File: config.mk
export PLATFORM = sky130hd
export DESIGN_NAME = ab_pulse_sender
export DESIGN_NICKNAME = d
export VERILOG_FILES = /design/src/rtl/ab_pulse_sender.sv
export SDC_FILE = /design/constraint.sdc
export NUM_CORES = 1
export LEC_CHECK = 0
export ABC_AREA = 1
export BUFFER_PORTS_ARGS = -buffer_cell sky130_fd_sc_hd__buf_2
export CAP_MARGIN = 20
export CELL_PAD_IN_SITES_DETAIL_PLACEMENT = 0
export CELL_PAD_IN_SITES_GLOBAL_PLACEMENT = 1
export CORE_ASPECT_RATIO = 1.2
export CORE_MARGIN = 2
export CORE_UTILIZATION = 36
export CTS_BUF_LIST = sky130_fd_sc_hd__clkbuf_8 sky130_fd_sc_hd__clkbuf_16
export CTS_CLUSTER_SIZE = 16
export DETAILED_ROUTE_END_ITERATION = 16
export PLACE_DENSITY = 0.77
export SYNTH_ARGS = -nofsm -noshare
export SYNTH_HDL_FRONTEND = slang
export SYNTH_SLANG_ARGS = --single-unit
File: constraint.sdc
create_clock -name clk_i -period 1.64 [get_ports clk_i]
set_input_delay 0.164 -clock clk_i [delete_from_list [all_inputs] [get_ports clk_i]]
set_output_delay 0.164 -clock clk_i [all_outputs]
set_load 0.05 [all_outputs]
File: src/rtl/ab_pulse_sender.sv
// Serialises a parallel word MSB-first onto two pulse lines: '1' bits pulse
// a_out_o, '0' bits pulse b_out_o, each pulse followed by an idle gap.
module ab_pulse_sender #(
  parameter int WIDTH     = 8,
  parameter int LEN_W     = 4,
  parameter int PULSE_LEN = 4,
  parameter int GAP_LEN   = 4
) (
  input  logic             clk_i,
  input  logic             rst_i,
  input  logic             start_i,
  input  logic [WIDTH-1:0] data_i,
  input  logic [LEN_W-1:0] len_i,
  input  logic             abort_i,
  output logic             a_out_o,
  output logic             b_out_o,
  output logic             ready_o,
  output logic             busy_o,
  output logic             done_o,
  output logic [LEN_W-1:0] bits_left_o
);

  localparam int TMAX = (PULSE_LEN > GAP_LEN) ? PULSE_LEN : GAP_LEN;
  localparam int TW   = (TMAX > 1) ? $clog2(TMAX) : 1;
  localparam logic [TW-1:0]    P_LOAD  = TW'(PULSE_LEN - 1);
  localparam logic [TW-1:0]    G_LOAD  = TW'(GAP_LEN - 1);
  localparam logic [TW-1:0]    T_ONE   = TW'(1);
  localparam logic [TW-1:0]    T_ZERO  = TW'(0);
  localparam logic [LEN_W-1:0] WIDTH_L = LEN_W'(WIDTH);
  localparam logic [LEN_W-1:0] L_ONE   = LEN_W'(1);
  localparam logic [LEN_W-1:0] L_ZERO  = LEN_W'(0);

  typedef enum logic [1:0] {
    S_IDLE  = 2'd0,
    S_PULSE = 2'd1,
    S_GAP   = 2'd2
  } state_t;

  state_t             state_q, state_d;
  logic [WIDTH-1:0]   sh_q, sh_d;
  logic [TW-1:0]      timer_q, timer_d;
  logic [LEN_W-1:0]   bits_q, bits_d;
  logic               a_q, a_d;
  logic               b_q, b_d;
  logic               done_q, done_d;
  logic [LEN_W-1:0]   len_clamp_s;

  // The current bit always sits in the shift register MSB; the word is
  // left-aligned at load so bit len-1 goes out first.
  always_comb begin
    state_d     = state_q;
    sh_d        = sh_q;
    timer_d     = timer_q;
    bits_d      = bits_q;
    a_d         = a_q;
    b_d         = b_q;
    done_d      = 1'b0;
    len_clamp_s = (len_i > WIDTH_L) ? WIDTH_L : len_i;
    case (state_q)
      S_IDLE: begin
        if (start_i) begin
          if (len_clamp_s != L_ZERO) begin
            sh_d    = data_i << (WIDTH_L - len_clamp_s);
            bits_d  = len_clamp_s;
            timer_d = P_LOAD;
            state_d = S_PULSE;
            a_d     = sh_d[WIDTH-1];
            b_d     = ~sh_d[WIDTH-1];
          end else begin
            done_d  = 1'b1;
          end
        end else begin
          state_d = S_IDLE;
        end
      end
      S_PULSE: begin
        if (abort_i) begin
          state_d = S_IDLE;
          sh_d    = '0;
          timer_d = T_ZERO;
          bits_d  = L_ZERO;
          a_d     = 1'b0;
          b_d     = 1'b0;
        end else if (timer_q == T_ZERO) begin
          state_d = S_GAP;
          timer_d = G_LOAD;
          a_d     = 1'b0;
          b_d     = 1'b0;
        end else begin
          timer_d = timer_q - T_ONE;
        end
      end
      S_GAP: begin
        if (abort_i) begin
          state_d = S_IDLE;
          sh_d    = '0;
          timer_d = T_ZERO;
          bits_d  = L_ZERO;
        end else if (timer_q == T_ZERO) begin
          if (bits_q > L_ONE) begin
            bits_d  = bits_q - L_ONE;
            sh_d    = sh_q << 1;
            timer_d = P_LOAD;
            state_d = S_PULSE;
            a_d     = sh_d[WIDTH-1];
            b_d     = ~sh_d[WIDTH-1];
          end else begin
            state_d = S_IDLE;
            bits_d  = L_ZERO;
            sh_d    = '0;
            done_d  = 1'b1;
          end
        end else begin
          timer_d = timer_q - T_ONE;
        end
      end
      default: begin
        state_d = S_IDLE;
        sh_d    = '0;
        timer_d = T_ZERO;
        bits_d  = L_ZERO;
        a_d     = 1'b0;
        b_d     = 1'b0;
      end
    endcase
  end

  always_ff @(posedge clk_i or posedge rst_i) begin
    if (rst_i) begin
      state_q <= S_IDLE;
      sh_q    <= '0;
      timer_q <= T_ZERO;
      bits_q  <= L_ZERO;
      a_q     <= 1'b0;
      b_q     <= 1'b0;
      done_q  <= 1'b0;
    end else begin
      state_q <= state_d;
      sh_q    <= sh_d;
      timer_q <= timer_d;
      bits_q  <= bits_d;
      a_q     <= a_d;
      b_q     <= b_d;
      done_q  <= done_d;
    end
  end

  assign a_out_o     = a_q;
  assign b_out_o     = b_q;
  assign ready_o     = (state_q == S_IDLE);
  assign busy_o      = (state_q != S_IDLE);
  assign done_o      = done_q;
  assign bits_left_o = bits_q;

endmodule

==> results_dict.tcl, run 1 <==
set metrics [dict create \
    slew_headroom 0.752 \
    netlist_top_cells_count "52 x nand2_1, 29 x inv_1, 19 x nand3_1" \
    reg2reg_slack_ps 80 \
    cp.required_ps 1830 \
    yosysMostFrequentCell "nand2_1" \
    placed_cell_area_um2 1870 \
    worstHoldStart "start_i" \
    ios 25 \
    dpl.cell_count 303 \
    antenna_left 0 \
    htree_levels 1 \
    rsz0062_at_grt "yes" \
    syn_inst 200 \
    drt_iter0_drc 52 \
    initial_utilization 0.375 \
    post-route-util 0.519 \
    first_pass_iters 4 \
    synth_cell_types 33 \
    worstSetupEndpointType "flip-flop" \
    async_reset_ff_frac 1.00 \
    cp.arrival_ps 1750 \
    fin_skew_ps 1.50 \
    hold_depth 3 \
    setup_violations 0 \
    grt-ovfl-total 0 \
    cts_made_buffers 3 \
    maxSlewViolCount 0 \
    muxShareOfSynthArea 0 \
    grt_max_degree 16 \
    yosys_warnings 0 \
    grt.busiest_layer "met2" \
    fin_crit_ps 1560 \
    drc 0 \
    hold_end "state_q[0]$_DFFE_PP0P_" \
    use_met1 0.221 \
    ir_drop_uv 830 \
    yosys-top-cells-area "dfrtp_1 30%, nand2_1 13%, inv_1 7.4%" \
    dp_slack_ps -119 \
    r2r_cells 11 \
    wl_um 3760 \
    startpoint_type "flip-flop" \
    synth-main-ff-cell "dfrtp_1" \
    clock_path_buffers 2 \
    rr_endpoint "sh_q[2]$_DFFE_PP0P_" \
    grtUsageTotal 0.179 \
    ys_seq_elements 18 \
    syn-num-nets 224 \
    synth_edf_count 0 \
    synth_fa_ha_area_frac 0.0677 \
    die_w_um 62.5 \
    cts_sinks 18 \
    yosys.area.top_type "dfrtp_1" \
    cts_tree "built" \
    hold_viol_final 0 \
    worst_skew_pair.late_latency_ps 260 \
    crit_fanout 8 \
    num_rows 25 \
    fmax_mhz 643 \
    dieHeight_um 74.2 \
    crit_type "reg2reg" \
    leakagePower_nw 1.07 \
    min_period_over_period 0.949 \
    coreArea_um2 3940 \
    grt_pass1_vias 1458 \
    outcome "completed" \
    whs_ps 291 \
    diodes 0 \
    finish.instance_area_um2 2050 \
    tightest_slew_ps 372 \
    viasPerCell 4.78 \
    grtUsageMet3 0.0197 \
    rr_startpoint "state_q[1]$_DFFE_PP0P_" \
    synth_compound_area_frac 0.146 \
    wl_per_cell_um 12.1 \
    drv_cap 0 \
    synth_top_family_by_area "simple AND/OR/NAND/NOR gates" \
    final_layout_size_suffix_gt1_frac 0.438 \
    final_nets 281 \
    avgSynthCellArea_um2 7.39 \
    power_density_nw_per_um2 1660 \
    vias 1481 \
    hold_class "in2reg" \
    path_clk_slew_ps 70 \
    synth_top_cell_area_share 0.305 \
    met2_usage 0.332 \
    die_area_um2 4640 \
    finalWorstSetupSlack_ps 84.1 \
    ys_seq_area_frac 0.305 \
    area_growth_pct 38.3 \
    instances_no_fill 310 \
    antenna_found_initial 0 \
    synth-xor-area-share 0.0245 \
    gp_congestion 0.820 \
    dpl.hpwl_um 3080 \
    port_buffers 24 \
    ctsRootBufferMaster "clkbuf_8" \
    syn-cell-area_um2 1480 \
    synthSimpleGateAreaFrac 0.342 \
    grt_pass1_wl_um 6620 \
]
-- final cells by class --
| class | instances | area, um^2 |
|---|---|---|
| timing repair buffer | 55 | 374 |
| clock buffer | 4 | 55.1 |
| inverter | 34 | 144 |
| tap | 54 | 67.6 |
| fill | 418 | 1900 |
| multi-input combinational | 145 | 952 |
| sequential | 18 | 453 |
-- kinds of logic (layout without fill, tap and decap cells) --
kind of cell | Yosys count | after routing
XOR/XNOR | 2 | 2
AND/OR/NAND/NOR | 100 | 100
buffers and inverters | 37 | 93
flip-flops | 18 | 18
AO/OA/AOI/OAI | 35 | 35
adder cells (fa/ha/maj) | 8 | 8
-- per-stage QoR --
step                      total power (W)  setup TNS (ps)
after global placement            0.00277            -396
after detailed placement          0.00280            -705
after CTS                         0.00320               0
after floorplan                   0.00226           -1440
final                             0.00340               0
after global routing              0.00369            -624
-- cell usage in the layout (no fill, tap or decap), types with 6 or more instances in the layout --
cell type / count
inv_1: 26
dfrtp_1: 16
buf_4: 25
nor2_1: 8
o21ai_1: 8
nand2_2: 14
nand3_1: 19
nand2_1: 38
ha_1: 6
buf_2: 24
nand2_4: 6
-- routing by layer --
metal | vias to the layer above | share of wire
met5 | - | 0
met4 | 0 | 0.0098
met3 | 4 | 0.029
met2 | 28 | 0.52
met1 | 688 | 0.44
li1 | 761 | -
-- report_power, final --
part / switching, W / internal, W
Clock: 0.000163 / 0.000214
Combinational: 0.00140 / 0.000883
Sequential: 0.000115 / 0.000630
Total: 0.00168 / 0.00173
-- worst max-delay path: stages, from the launching register on --
cell	delay, ps
dfrtp_1	390
inv_2	80
ha_4	190
buf_4	190
nand2_2	90
inv_2	80
nand2_4	50
inv_2	90
nand3_1	90
o21ai_1	110
nand2_2	70
o21ai_2	50
-- registers in the layout, summed over array words and instances (netlist names) --
register / flops
a_out_o: 1
b_out_o: 1
timer_q: 2
sh_q: 7
done_o: 1
bits_left_o: 4
state_q: 2
-- worst max-delay path by stage --
stage,from,to,slack (ps),cells after the start
CTS,state_q[1]$_DFFE_PP0P_,sh_q[3]$_DFFE_PP0P_,40,10
global placement,len_i[0],sh_q[1]$_DFFE_PP0P_,-90,14
floorplan,state_q[1]$_DFFE_PP0P_,sh_q[3]$_DFFE_PP0P_,-180,11
global route,bits_left_o[0]$_DFFE_PP0P_,bits_left_o[3]$_DFFE_PP0P_,-70,9
detailed placement,len_i[0],sh_q[2]$_DFFE_PP0P_,-120,14
finish,state_q[1]$_DFFE_PP0P_,sh_q[2]$_DFFE_PP0P_,80,11
-- timing repair --
action / 4_1_cts / 5_1_grt
endpoints found under the setup margin: 0 / 17
buffers inserted: 0 / 2
endpoints found under the hold margin: 9 / 0
hold buffers: 1 / 0
gates resized for setup: 0 / 30
(Power assumes the default switching activity.)
==> inputs of run 2 (changes only) <==
==> constraint.sdc (replaced) <==
create_clock -name clk_i -period 1.64 [get_ports clk_i]
set_input_delay 0.082 -clock clk_i [delete_from_list [all_inputs] [get_ports clk_i]]
set_output_delay 0.082 -clock clk_i [all_outputs]
set_load 0.05 [all_outputs]
==> results_dict.tcl, run 2 (synthesized netlist as in run 1, its figures left out) <==
set metrics [dict create \
    outcome "completed" \
    dpl.hpwl_um 2940 \
    path_clk_slew_ps 70 \
    drc 0 \
    setup_violations 0 \
    worstHoldStart "start_i" \
    coreArea_um2 3940 \
    antenna_left 0 \
    cp.depth 10 \
    viasPerCell 4.72 \
    placed_cell_area_um2 1860 \
    cp.arrival_ps 1770 \
    ff_latch_area_um2 453 \
    multi_input_area_um2 973 \
    ctsRootBufferMaster "clkbuf_8" \
    crit_fanout 7 \
    p_clk_frac 0.108 \
    ios 25 \
    worstPathCellList "inv_2, ha_4, inv_12, nor4_4, nor2_2, nand3_2, inv_4, buf_12, o21ai_2, nand2_1" \
    r2r_cells 10 \
    area_growth_pct 39.8 \
    finish.instance_area_um2 2070 \
    finalWorstSetupSlack_ps 23.1 \
    cts_sinks 18 \
    drv_cap 0 \
    first_pass_iters 4 \
    rsz0062_at_grt "yes" \
    wl_um 3750 \
    antenna_found_initial 0 \
    ir_drop_uv 637 \
    fin_skew_ps 1.45 \
    crit_path_end "sh_q[3]$_DFFE_PP0P_" \
    port_buffers 24 \
    gp_congestion 0.877 \
    reg2reg_slack_ps 20 \
    grt-ovfl-total 0 \
    drt_iter0_drc 38 \
    layout_commonest_cell "nand2_1" \
    final_layout_size_suffix_gt1_frac 0.429 \
    htree_levels 1 \
    initial_utilization 0.375 \
    min_period_over_period 0.986 \
    worstSetupEndpointType "flip-flop" \
    leakagePower_nw 1.11 \
    power_w 0.00347 \
    p_switching_w 0.00171 \
    tightest_slew_ps 583 \
    grt_pass1_vias 1367 \
    final_nets 279 \
    grt_max_degree 16 \
    cp.required_ps 1790 \
    startpoint_type "flip-flop" \
    hold_viol_final 0 \
    rr_startpoint "state_q[0]$_DFFE_PP0P_" \
    whs_ps 118 \
    cp_slowest_stage_delay_ps 400 \
    fin_crit_ps 1620 \
    cts_made_buffers 3 \
    critical_path.startpoint "state_q[0]$_DFFE_PP0P_" \
    p_int_w 0.00177 \
    final.setup.tns_ps 0 \
    die_area_um2 4640 \
    num_rows 25 \
    worst_skew_pair.late_latency_ps 250 \
    cp_top_family "simple AND/OR/NAND/NOR gates" \
    grtUsageTotal 0.163 \
    seqPwrFrac 0.214 \
    top_register "sh_q" \
    slew_headroom 0.611 \
    crit_type "reg2reg" \
    grt_pass1_wl_um 5930 \
    swShare 0.491 \
    largest_reg_flops 7 \
    fillCellCount 385 \
    hold_class "in2reg" \
    clock_path_buffers 2 \
    die_w_um 62.5 \
    maxSlewViolCount 0 \
    rr_endpoint "sh_q[3]$_DFFE_PP0P_" \
    p_comb_frac 0.678 \
    fmax_mhz 618 \
    vias 1455 \
    mostFrequentLayoutCells "39 x nand2_1, 26 x inv_1, 25 x buf_4, 24 x buf_2, 19 x nand3_1" \
    power_density_nw_per_um2 1680 \
    cts_tree "built" \
    dp_slack_ps -78.7 \
    timing.critical_path.slowest_stage_cell "dfrtp_1" \
    dieHeight_um 74.2 \
    diodes 0 \
    cp.buffers_inverters 4 \
    wl_per_cell_um 12.2 \
]
## run 2: cell count changes in the layout (fill, tap and decap cells not counted), sizes merged
cell / previous run / this run
buf: 54 / 51
clkbuf: 4 / 5
## run 2: how the worst min path moves through the flow
| stage | end | slack [ps] | cells after the start |
|---|---|---|---|
| after floorplan | a_out_o$_DFFE_PP0P_ | 20 | 1 |
| after global placement | bits_left_o[3]$_DFFE_PP0P_ | 170 | 2 |
| after detailed placement | bits_left_o[3]$_DFFE_PP0P_ | 170 | 2 |
| after CTS | done_o$_DFF_PP0_ | 120 | 3 |
| after global routing | done_o$_DFF_PP0_ | 150 | 3 |
| final | done_o$_DFF_PP0_ | 120 | 3 |
## run 2: area by class of cell
class	instances	share of cell area
tap	54	0.0327
inverter	34	0.0696
multi-input combinational	145	0.471
clock buffer	4	0.0266
sequential	18	0.219
timing repair buffer	53	0.181
## run 2: layer usage
metal | GRT usage | up-vias | share of wire
met5 | 0 | - | 0
met4 | 0.0568 | 0 | 0.011
met3 | 0.0197 | 4 | 0.019
met2 | 0.301 | 17 | 0.52
met1 | 0.198 | 672 | 0.45
li1 | - | 762 | -
## run 2: stage by stage
stage | utilization | std cells
2_1_floorplan | - | 200
3_3_place_gp | 0.472 | 300
3_5_place_dp | 0.472 | 300
4_1_cts | 0.488 | 305
5_1_grt | 0.524 | 308
6_report | 0.524 | 308
## run 2: power by group through the flow
stage / registers, W / logic, W / clock network, W
global placement: 0.000748 / 0.00205 / 0
detailed placement: 0.000752 / 0.00204 / 0
global route: 0.000768 / 0.00257 / 0.000399
finish: 0.000743 / 0.00236 / 0.000375
CTS: 0.000745 / 0.00206 / 0.000380
floorplan: 0.000972 / 0.00129 / 0
## run 2: repair_timing
item / 4_1_cts / 5_1_grt
setup buffers: 0 / 3
resized for setup: 0 / 30
endpoints found under the hold margin: 13 / 0
hold buffers: 1 / 0
setup endpoints to repair: 0 / 16
## run 2: tightest hold or removal path, cell delays in order
cell and delay [ps]:
buf_2 110, nand2_1 80, nand2_1 70
